`src/rtl/uart_rx_fifo.sv`:
```
// UART receiver (2-flop synchronised line, mid-bit sampling) feeding a
// first-word-fall-through receive FIFO with sticky error flags.
module uart_rx_fifo #(
  parameter int unsigned CLKS_PER_BIT = 5208,
  parameter int unsigned DATA_BITS    = 8,
  parameter int unsigned PARITY       = 0,
  parameter int unsigned STOP_BITS    = 1,
  parameter int unsigned FIFO_DEPTH   = 16
) (
  input  logic                          clk,
  input  logic                          reset_n,
  input  logic                          serial_in,
  input  logic                          rx_ready,
  input  logic                          err_clear,
  output logic [DATA_BITS-1:0]          rx_data,
  output logic                          rx_valid,
  output logic [$clog2(FIFO_DEPTH):0]   fifo_count,
  output logic                          busy,
  output logic                          overflow,
  output logic                          parity_err,
  output logic                          framing_err
);

  localparam int unsigned AW = $clog2(FIFO_DEPTH);
  localparam int unsigned CW = $clog2(CLKS_PER_BIT) + 1;
  localparam int unsigned BW = $clog2(DATA_BITS + 1);
  localparam logic [CW-1:0] HALF = CW'(CLKS_PER_BIT / 2);
  localparam logic [CW-1:0] LAST = CW'(CLKS_PER_BIT - 1);
  localparam logic [AW:0]   FULL = (AW+1)'(FIFO_DEPTH);

  typedef enum logic [2:0] {IDLE, START, DATA, PARITY_BIT, STOP} state_t;

  state_t               state, state_n;
  logic [CW-1:0]        cnt, cnt_n;
  logic [BW-1:0]        bit_idx, bit_n;
  logic [DATA_BITS-1:0] shreg, sh_n;
  logic                 perr, perr_n, ferr, ferr_n, done, done_n;
  logic                 sync1, line, line_prev;

  logic [DATA_BITS-1:0] mem [FIFO_DEPTH];
  logic [AW-1:0]        wr_ptr, rd_ptr;
  logic [AW:0]          count_n;
  logic                 push_c, pop_c, wr_en_c;

  // Line synchroniser and previous-sample register for start-edge detection
  always_ff @(posedge clk) begin
    if (!reset_n) begin
      sync1     <= 1'b1;
      line      <= 1'b1;
      line_prev <= 1'b1;
    end else begin
      sync1     <= serial_in;
      line      <= sync1;
      line_prev <= line;
    end
  end

  always_ff @(posedge clk) begin
    if (!reset_n) begin
      state   <= IDLE;
      cnt     <= '0;
      bit_idx <= '0;
      shreg   <= '0;
      perr    <= 1'b0;
      ferr    <= 1'b0;
      done    <= 1'b0;
      busy    <= 1'b0;
    end else begin
      state   <= state_n;
      cnt     <= cnt_n;
      bit_idx <= bit_n;
      shreg   <= sh_n;
      perr    <= perr_n;
      ferr    <= ferr_n;
      done    <= done_n;
      busy    <= (state_n != IDLE);
    end
  end

  always_comb begin
    state_n = state;
    cnt_n   = cnt + CW'(1);
    bit_n   = bit_idx;
    sh_n    = shreg;
    perr_n  = perr;
    ferr_n  = ferr;
    done_n  = 1'b0;
    unique case (state)
      IDLE: begin
        cnt_n = '0;
        if (line_prev && !line) begin
          state_n = START;
          bit_n   = '0;
          perr_n  = 1'b0;
          ferr_n  = 1'b0;
        end
      end
      START: begin
        if (cnt == HALF) begin
          cnt_n   = '0;
          bit_n   = '0;
          state_n = line ? IDLE : DATA;
        end
      end
      DATA: begin
        if (cnt == LAST) begin
          cnt_n = '0;
          sh_n  = {line, shreg[DATA_BITS-1:1]};
          if (bit_idx == BW'(DATA_BITS - 1)) begin
            bit_n   = '0;
            state_n = (PARITY != 0) ? PARITY_BIT : STOP;
          end else begin
            bit_n = bit_idx + BW'(1);
          end
        end
      end
      PARITY_BIT: begin
        if (cnt == LAST) begin
          cnt_n   = '0;
          perr_n  = ((^{shreg, line}) != (PARITY == 1));
          bit_n   = '0;
          state_n = STOP;
        end
      end
      STOP: begin
        if (cnt == LAST) begin
          cnt_n = '0;
          if (!line) ferr_n = 1'b1;
          if (bit_idx == BW'(STOP_BITS - 1)) begin
            state_n = IDLE;
            done_n  = 1'b1;
          end else begin
            bit_n = bit_idx + BW'(1);
          end
        end
      end
      default: state_n = IDLE;
    endcase
  end

  // A full FIFO still accepts a word when the head is popped in the same cycle
  always_comb begin
    push_c  = done && !perr && !ferr;
    pop_c   = rx_valid && rx_ready;
    wr_en_c = push_c && ((fifo_count != FULL) || pop_c);
    count_n = fifo_count;
    if (wr_en_c && !pop_c)      count_n = fifo_count + (AW+1)'(1);
    else if (!wr_en_c && pop_c) count_n = fifo_count - (AW+1)'(1);
  end

  always_ff @(posedge clk) begin
    if (!reset_n) begin
      for (int i = 0; i < int'(FIFO_DEPTH); i++) mem[i] <= '0;
      wr_ptr      <= '0;
      rd_ptr      <= '0;
      fifo_count  <= '0;
      rx_valid    <= 1'b0;
      overflow    <= 1'b0;
      parity_err  <= 1'b0;
      framing_err <= 1'b0;
    end else begin
      if (wr_en_c) begin
        mem[wr_ptr] <= shreg;
        wr_ptr      <= wr_ptr + AW'(1);
      end
      if (pop_c) rd_ptr <= rd_ptr + AW'(1);
      fifo_count  <= count_n;
      rx_valid    <= (count_n != '0);
      overflow    <= (push_c && !wr_en_c) || (overflow && !err_clear);
      parity_err  <= (done && perr) || (parity_err && !err_clear);
      framing_err <= (done && ferr) || (framing_err && !err_clear);
    end
  end

  assign rx_data = mem[rd_ptr];

endmodule

```
`config.mk`:
```
export PLATFORM = sky130hd
export DESIGN_NAME = uart_rx_fifo
export DESIGN_NICKNAME = d
export VERILOG_FILES = /design/src/rtl/uart_rx_fifo.sv
export SDC_FILE = /design/constraint.sdc
export NUM_CORES = 1
export LEC_CHECK = 0
export ABC_AREA = 1
export CELL_PAD_IN_SITES_DETAIL_PLACEMENT = 0
export CELL_PAD_IN_SITES_GLOBAL_PLACEMENT = 1
export CORE_MARGIN = 8
export CORE_UTILIZATION = 34
export DETAILED_ROUTE_END_ITERATION = 8
export GPL_TIMING_DRIVEN = 1
export PLACE_DENSITY = 0.61
export SLEW_MARGIN = 20
export SYNTH_ARGS = -nofsm -noshare
export SYNTH_HDL_FRONTEND = slang
export SYNTH_SLANG_ARGS = --single-unit
```
`constraint.sdc`:
```
create_clock -name clk -period 2.95 [get_ports clk]
set_input_delay 0.59 -clock clk [delete_from_list [all_inputs] [get_ports clk]]
set_output_delay 0.59 -clock clk [all_outputs]
set_load 0.02 [all_outputs]
```
==> results.md <==
- The kind of end point of the critical path is an output port.
- Global routing finished with a remaining overflow of 0.
- At the pin with the least slew margin, the transition time is 0.646 ns.
- The number of antenna violations at the first check in global routing came to 0.
- The via density per instance is between 4 and 5.
- After floorplanning, the core was divided into 58 placement rows.
- Across the run, the number of max-cap violations was 0.
- The per-instance average area after synthesis is between 9 and 10 um^2.
- The TritonCTS clock tree is built.
- The aggregate routed wire length is 22.1 mm.
- For the worst setup path, the data required time is 2.36 ns.
- The cell area after synthesis is about 9000 um^2.
- The CTS H-tree depth is 4.
- The maximum VDD drop is between 300 and 400 uV.
- The switching share of total power is between 20% and 30%.
- The number of different library cells used by synthesis comes to 36.
- For the worst flop-to-flop path, the logic depth is 11.
- The biggest area contributor in the post-synthesis netlist is sky130_fd_sc_hd__edfxtp_1.
- For this run, the number of Yosys warnings is 0.
- The design internal power is 4.38 mW.
- In this run the worst path has a maximum fanout of 8.
- The total DRC errors in the routed layout is 0.
- In the final layout, the multi-input gates occupy 3240 um^2.
- The prevailing post-synth register cell is sky130_fd_sc_hd__edfxtp_1.
- The first TritonRoute pass finished after 5 iterations.
- The post-synthesis to final-layout area growth is 14.5%.
- The launch point of the worst hold path is sync1.
- Counting along the longest clock path gives a buffer depth of 2.
- The proportion of synthesized flip-flops having asynchronous set or reset is 0%.
- The HPWL reported at the end of detailed placement is approximately 15 mm.
- The number of synthesized register bits is ~190.
- The number of global-route vias before repair came to between 6,000 and 7,000.
- The number of hold-repair buffers added at the cts stage is 0.
- After the last flow step, the layout net total stands at roughly 980.
- The floorplan step set the die height to ~180 um.
- Counting I/O delays and the setup requirement, the final critical path takes approximately 2.9 ns.
- Between clock sinks in the finished design, the worst skew comes to roughly 0.015 ns.
- The number of antenna diodes in the final layout is 0.
- The worst setup path is launched from a flop.
- The number of input and output port buffers inserted is 22.
- In this run the power density over the cells is 608 nW/um^2.
- The share of total power in combinational logic is approximately 16%.
- Setup repair after global routing could not meet its margin everywhere.
- The share of total power dissipated in sequential elements is between 40 and 50%.
- The source of the worst register-to-register timing path is fifo_count[0].
- Among all cell types in the netlist, the one instantiated most often is sky130_fd_sc_hd__nor2_1.
- The run finished with clean final reports.
- The clock sink count is between 150 and 200.
- The number of max-slew violations in the final report was 0.
- The average wire length per cell after detail routing is between 15 and 20 um.
- After floorplanning, the core was sized to cover ~25,000 um^2.
- Clock tree synthesis inserted a total of 17 buffers.
- Per report_power, the clock group accounts for 35.5% of the total.
- The headroom to the max-slew limit is between 50% and 60%.
- The via count is 6,286.
- The starting density of the core is a little over a third.
- The fmax is about 350 MHz.
- The area used by sequential logic in the layout is 4990 um^2.
- The wire length of the first global-routing pass is 34.3 mm.
- The detailed router finished its first iteration with 478 violations.
- The cell chosen for the clock root is sky130_fd_sc_hd__clkbuf_16.
- By area the synthesized netlist is led by sky130_fd_sc_hd__edfxtp_1 (44%), sky130_fd_sc_hd__dfxtp_1 (13%), sky130_fd_sc_hd__nor2_1 (7.5%).
- The end of the worst register-to-register path is mem[9][2].
- The latest clock arrival within the worst-skew pair is between 0.4 and 0.5 ns.
- The antenna violation net count after detailed routing is 0.
- Pin placement for this block handled 23 I/O pins.
- Across all register-to-register paths, the minimum setup slack is 0.64 ns.
- The worst hold path terminates at line.
- The worst setup slack after placement is 0.300 ns.
- Routability-driven placement finished with a final weighted congestion of roughly 0.8.
- The gate count after technology mapping is roughly 940.
- For this run, the register share of the synthesized area comes to between 50% and 60%.
- The overall global routing resource usage is approximately 14%.
- Data on the critical path arrives at its endpoint at roughly 2.3 ns.
- The share of the synthesized area in the top cell type is 43.8%.
- Summed over all nets, the switching power comes to about 1.7 mW.
- The pin count of the biggest net entering global routing is 47.
- Summing all placed instances gives a cell area of 9390 um^2.
- The final count of hold timing violations is 0.
- Clock-pin slew was measured on the worst setup and hold paths at about 0.07 ns.
- The number of inserted filler cells in the final layout is around 2,500.
- The die is 177 um wide.
- The number of setup violations in the final report is 0.
- Summed over all cells, the static leakage comes to 3.73 nW.
- The instance count along the most critical hold path is 1.
- The final cell area excluding filler cells is ~10,000 um^2.
- The worst setup path is of the flop to output port kind.
- In the synthesized netlist, the cells that appear most often are sky130_fd_sc_hd__nor2_1 (176), sky130_fd_sc_hd__nand2_1 (133), sky130_fd_sc_hd__edfxtp_1 (128), sky130_fd_sc_hd__inv_1 (93).
- The smallest setup slack after layout is just over 0.07 ns.
- The final critical path takes up between 90 and 100% of the cycle.
- In this run the worst hold path is classified as flop to flop.
- The die covers 31,200 um^2.
- The number of enable flip-flop cells after synthesis is roughly 130.
- The post-synthesis net count is around 960.
- In the final layout, the share of cells above drive strength 1 is 8.68%.
==> stage by stage <==
stage | power, mW | hold WS (ns) | TNS, ns | util (%) | instances
3_5_place_dp | 3.97 | 0.402 | 0 | 37.2 | 1275
2_1_floorplan | 3.64 | 0.393 | 0 | - | 942
6_report | 6.10 | 0.416 | 0 | 39.7 | 1309
5_1_grt | 6.38 | 0.432 | -0.136 | 39.7 | 1309
3_3_place_gp | 3.97 | 0.394 | 0 | 37.2 | 1275
4_1_cts | 6.15 | 0.418 | 0 | 39.5 | 1308
==> placed cells by master (no fill, tap or decap), types with 12 or more instances in the layout <==
cell	count
sky130_fd_sc_hd__nor2_1	176
sky130_fd_sc_hd__nand2_1	133
sky130_fd_sc_hd__edfxtp_1	128
sky130_fd_sc_hd__inv_1	93
sky130_fd_sc_hd__o21ai_0	57
sky130_fd_sc_hd__dfxtp_1	56
sky130_fd_sc_hd__a21oi_1	53
sky130_fd_sc_hd__nand3_1	44
sky130_fd_sc_hd__o211ai_1	34
sky130_fd_sc_hd__mux2i_1	31
sky130_fd_sc_hd__clkbuf_16	18
sky130_fd_sc_hd__nand4_1	17
sky130_fd_sc_hd__buf_4	16
sky130_fd_sc_hd__clkdlybuf4s50_1	15
sky130_fd_sc_hd__ha_1	12
==> cell type report <==
cell class / count / share of cell area, %
timing repair buffer: 43 / 4.31
clock inverter: 14 / 1.36
inverter: 107 / 4.03
tap: 330 / 4.11
clock buffer: 17 / 4.24
sequential: 185 / 49.7
multi-input combinational: 613 / 32.3
==> logic make-up after synthesis <==
kind of cell / synth area share, %
AO/OA/AOI/OAI: 9.39
multiplexers: 3.65
buffers and inverters: 6.39
AND/OR/NAND/NOR: 20.7
XOR/XNOR: 1.30
flip-flops: 56.8
adder cells (fa/ha/maj): 1.71
==> registers in the layout, indices dropped and copies added (netlist names), 3 cells and up, named ones only <==
name        count
mem           128
cnt            14
shreg           8
fifo_count      5
bit_idx         4
rd_ptr          4
wr_ptr          4
state           3
==> per-layer routing <==
layer / vias up / share of wire (%) / track usage (%)
li1: 3218 / - / -
met2: 125 / 47 / 23.0
met3: 20 / 4.2 / 2.92
met4: 0 / 1.1 / 3.33
met5: - / 0 / 0
met1: 2923 / 48 / 19.6
==> what timing repair did <==
item | CTS | global route
pin swaps | 0 | 0
resized for setup | 4 | 8
buffers inserted | 2 | 0
endpoints found under the setup margin | 8 | 7
gates cloned | 0 | 1
==> critical path: stages (launching register included) <==
cell and delay, ns:
sky130_fd_sc_hd__dfxtp_4 0.45, sky130_fd_sc_hd__buf_4 0.19, sky130_fd_sc_hd__mux2i_1 0.11, sky130_fd_sc_hd__o211ai_1 0.26, sky130_fd_sc_hd__o211ai_1 0.16, sky130_fd_sc_hd__nand2_1 0.09, sky130_fd_sc_hd__clkdlybuf4s50_1 0.60
==> worst max-delay path by stage <==
stage                             start  depth (start not counted)         end  slack, ns
after global routing               flop                          7  rx_data[4]      -0.09
after CTS                          flop                          7  rx_data[6]       0.01
final                              flop                          6  rx_data[4]       0.07
after floorplan           fifo_count[0]                         11   mem[8][0]       0.84
after detailed placement       rx_ready                          9  mem[13][3]       0.30
after global placement         rx_ready                          9   mem[1][1]       0.32
==> power by group through the flow <==
| stage | sequential [mW] | combinational [mW] | clock (mW) |
|---|---|---|---|
| finish | 2.96 | 0.977 | 2.17 |
| global route | 2.97 | 1.09 | 2.32 |
| CTS | 2.96 | 0.969 | 2.23 |
| detailed placement | 3.02 | 0.946 | 0 |
| global placement | 3.02 | 0.946 | 0 |
| floorplan | 3.01 | 0.628 | 0 |
No activity file was read; power rests on OpenSTA's default activity.
